--- config.mk ---
export PLATFORM = sky130hd
export DESIGN_NAME = button_debouncer
export DESIGN_NICKNAME = d
export VERILOG_FILES = /design/src/rtl/button_debouncer.sv
export SDC_FILE = /design/constraint.sdc
export NUM_CORES = 1
export LEC_CHECK = 0
export CAP_MARGIN = 20
export CORE_MARGIN = 4
export CORE_UTILIZATION = 50
export DETAILED_ROUTE_END_ITERATION = 8
export PLACE_DENSITY = 0.75
export RECOVER_POWER = 50
export SLEW_MARGIN = 20
export SYNTH_ARGS = -nofsm -noshare
export SYNTH_HDL_FRONTEND = slang
export SYNTH_SLANG_ARGS = --single-unit
--- constraint.sdc ---
create_clock -name clk -period 2.4 [get_ports clk]
set_clock_uncertainty 0.2 [all_clocks]
set_input_delay 0.24 -clock clk [delete_from_list [all_inputs] [get_ports clk]]
set_output_delay 0.24 -clock clk [all_outputs]
set_load 0.1 [all_outputs]
--- src/rtl/button_debouncer.sv ---
// Switch conditioning: two-flop synchronizer feeding a four-state
// qualification FSM. Emits a registered debounced level and a one-cycle
// pulse on each accepted press (0->1); releases produce no pulse.
module button_debouncer #(
  parameter int STABLE_CYCLES = 1_000_000,
  parameter int CW            = $clog2(STABLE_CYCLES)
) (
  input  logic clk,
  input  logic reset,
  input  logic sw,
  output logic db_level,
  output logic db_tick
);

  typedef enum logic [1:0] {
    ZERO  = 2'd0,
    WAIT1 = 2'd1,
    ONE   = 2'd2,
    WAIT0 = 2'd3
  } state_t;

  // Counter is loaded on leaving a settled state and qualifies on reaching 0,
  // so a new level must hold STABLE_CYCLES synchronized cycles to be accepted.
  localparam logic [CW-1:0] LOAD = CW'(STABLE_CYCLES - 1);

  logic          s1_q, s2_q;
  logic          sw_s;
  state_t        state_q, state_d;
  logic [CW-1:0] q_q, q_d;
  logic          level_q, level_d;
  logic          tick_q, tick_d;

  assign sw_s = s2_q;

  // Two-flop synchronizer for the asynchronous switch input.
  always_ff @(posedge clk or posedge reset) begin
    if (reset) begin
      s1_q <= 1'b0;
      s2_q <= 1'b0;
    end else begin
      s1_q <= sw;
      s2_q <= s1_q;
    end
  end

  // State, qualification counter and registered outputs.
  always_ff @(posedge clk or posedge reset) begin
    if (reset) begin
      state_q <= ZERO;
      q_q     <= '0;
      level_q <= 1'b0;
      tick_q  <= 1'b0;
    end else begin
      state_q <= state_d;
      q_q     <= q_d;
      level_q <= level_d;
      tick_q  <= tick_d;
    end
  end

  // Next-state, counter update and output decode.
  always_comb begin
    state_d = state_q;
    q_d     = q_q;
    case (state_q)
      ZERO: begin
        if (sw_s) begin
          q_d     = LOAD;
          state_d = WAIT1;
        end
      end
      WAIT1: begin
        if (!sw_s) begin
          state_d = ZERO;
        end else if (q_q == '0) begin
          state_d = ONE;
        end else begin
          q_d = q_q - CW'(1);
        end
      end
      ONE: begin
        if (!sw_s) begin
          q_d     = LOAD;
          state_d = WAIT0;
        end
      end
      WAIT0: begin
        // Returning to ONE here is a rejected release glitch, not a new press.
        if (sw_s) begin
          state_d = ONE;
        end else if (q_q == '0) begin
          state_d = ZERO;
        end else begin
          q_d = q_q - CW'(1);
        end
      end
      default: begin
        state_d = ZERO;
      end
    endcase
    level_d = (state_d == ONE) || (state_d == WAIT0);
    tick_d  = (state_q == WAIT1) && (state_d == ONE);
  end

  assign db_level = level_q;
  assign db_tick  = tick_q;

endmodule

==> qor.txt <==
Post-CTS Hold Buffers -> 0
CTS max path bufs -> 2
share of layout cells above drive strength 1 -> 32.90%
placed insts -> 179
H-tree depth -> 1
Synth area leader -> dfrtp_1
CTS Buf Count -> 3
vias in the first global route -> 1115
Initial DRC Count -> 38
CTS tree -> done
post-synth top area share -> 48.36%
CTS Sinks -> 25
Crit. End Element -> register
Post-Layout Cell Count -> 185
pin count of the biggest net entering global routing -> 26
met3 Track Usage GR -> 2.193%
Routed WL per cell -> 15.68 um
top post-synthesis cells by count -> dfrtp_1, nand2_1, o21ai_0
Crit Path Max Fanout -> 5
CP Data Arrival Time -> 2.43 ns
Synth cell types -> 42
Pwr per Cell Area -> 472.7 nW/um^2
met1 Use GR -> 23.07%
Most used DFF post-synth -> dfrtp_1
# rows -> 18
Final min period -> 2.399 ns
placer's final routability congestion estimate -> 0.8771
Place WS -> 0.02164 ns
RSZ-0062 raised after global routing -> yes
Die W -> 58.87 um
# fillers -> 191
Vias -> 1103
Final Instance Area -> 1598 sq um
met2 Track Usage GR -> 32.81%
Final #Nets -> 160
cell count after synthesis -> 135
Antenna Cells -> 0
core footprint -> 2477 sq um
Final Setup Violations -> 0
warnings from Yosys -> 0
antenna-violating nets left -> 0
Starting Density -> 52.22%
synthesized area per cell -> 9.583 sq um
Post-synth EDFFs -> 0
Worst-Skew Late Latency -> 0.33 ns
Synth Register Bits -> 25
Final Hold Viols -> 0
layer with the highest usage -> met2
root buf cell -> clkbuf_4
Mapped Area -> 1294 sq um
fmax -> 0.4168 GHz
Tcrit/Tclk final -> 99.96%
slew margin rel. -> 13.80%
Area growth syn-to-layout -> 23.50%
Die Y-Extent -> 58.87 um
IO Pins -> 5
DP Area -> 1468 sq um
hpwl dp -> 1996 um
crit start category -> register
count leader, synth -> dfrtp_1
Vias/cell -> 5.962
status -> complete, no violations
Final Max Slew Viols -> 0
Leak -> 0.5983 nW
initial antenna violation count -> 0
first-pass GRT wire length -> 4878 um
critical path required time -> 2.43 ns
area of the multi-input gates -> 718.2 sq um
Max-Cap Viols -> 0
slew at the pin with the worst max-slew slack -> 1.293 ns
Total GRT Usage -> 19.05%
worst setup path category -> register to register
syn nets -> 139
register area share after synthesis -> 48.36%
Hold Crit Class -> register to register
DRC -> 0
top post-synthesis cells by area -> dfrtp_1, nand2_1, o21ai_0, nor3_1, a21oi_1
sequential cell area -> 626.9 sq um
1st-pass router iterations -> 4
Reg clk slew, reported paths -> 0.14 ns
port buffer count -> 4
fin util -> 64.49%
Final Worst Setup Slack -> 0.0009808 ns
die area -> 3465 sq um
total gr overflow -> 0
final wirelength -> 2901 um
Async SR Flop Fraction -> 100.0%
Peak supply drop -> 0.5112 mV
## routing by layer
metal	share of wire [%]	vias up
met5	0	-
li1	-	534
met3	3.6	9
met4	2.9	0
met2	50	32
met1	44	528
## flip-flops by register name (all words and copies together), names as in the netlist
register	flops
db_level	1
db_tick	1
q_q	20
s1_q	1
s2_q	1
state_q	1
## worst paths after layout
check | slack, ns | startpoint | to | cells past startpoint
min reg2reg | 0.17 | s1_q | s2_q | 0
max | 0.001 | q_q[0] | q_q[6] | 8
max in group asynchronous | 0.60 | reset | db_level | 3
max reg2reg | 0.001 | q_q[0] | q_q[6] | 8
min in group asynchronous | 0.55 | reset | q_q[0] | 3
min | 0.17 | s1_q | s2_q | 0
## layout by cell type (no fill, tap or decap), types with 2 or more instances in the layout
cell type      instances
inv_1                  2
nand2b_1               3
inv_2                  3
o211ai_1               2
or3_1                  2
o21ai_0                8
nor2_1                 4
nor2b_1                2
nand3_1                4
buf_4                 16
nand4_1                4
nand2_1               16
a21oi_2                6
a31oi_1                2
buf_6                  2
a211o_2                3
nor2_4                 2
xor2_1                 3
clkbuf_4               3
dlygate4sd3_1          2
or4_1                  2
nor3b_1                2
dfrtp_1               24
o21ai_2                2
nor3_1                 8
## power breakdown
part           switching, mW  internal (mW)  leakage, nW
Sequential            0.0143          0.436        0.284
Combinational         0.0593         0.0477        0.300
Clock                  0.134         0.0639       0.0139
## worst max-delay path, cell delays in order (launching register included)
cell	delay (ns)
dfrtp_1	0.41
inv_2	0.07
ha_4	0.14
or4b_4	0.48
or3_4	0.41
o21ai_4	0.17
inv_2	0.07
and2_4	0.16
a22o_1	0.18
## cell families (layout without fill, tap and decap cells)
group / count (synthesis) / in the layout / share of synthesized area, %
AO/OA/AOI/OAI: 35 / 35 / 18.37
XOR/XNOR: 4 / 4 / 2.708
AND/OR/NAND/NOR: 59 / 59 / 24.95
flip-flops: 25 / 25 / 48.36
multiplexers: 1 / 1 / 0.8703
buffers and inverters: 10 / 30 / 3.770
adder cells (fa/ha/maj): 1 / 1 / 0.9670
## cell type report
type	instances	area share, %
clock buffers	3	1.410
clock inverters	1	0.4699
inverters	5	1.175
multi-input cells	100	44.95
flip-flops and latches	25	39.23
well taps	30	2.349
repair buffers	21	10.42
## stage by stage
step / TNS [ns] / total power, mW / hold slack, ns
global placement: 0 / 0.5332 / 0.1441
detailed placement: 0 / 0.5378 / 0.1371
CTS: 0 / 0.7405 / 0.04100
global route: -1.199 / 0.7971 / 0.1818
finish: 0 / 0.7552 / 0.1698
floorplan: -0.4905 / 0.5032 / 0.06725
## what timing repair did
item | CTS | global route
buffers inserted | 2 | 1
endpoints found under the hold margin | 0 | 0
gates resized for setup | 1 | 22
pin swaps | 0 | 12
endpoints found under the setup margin | 4 | 20
Power figures use the tool's default switching activity.
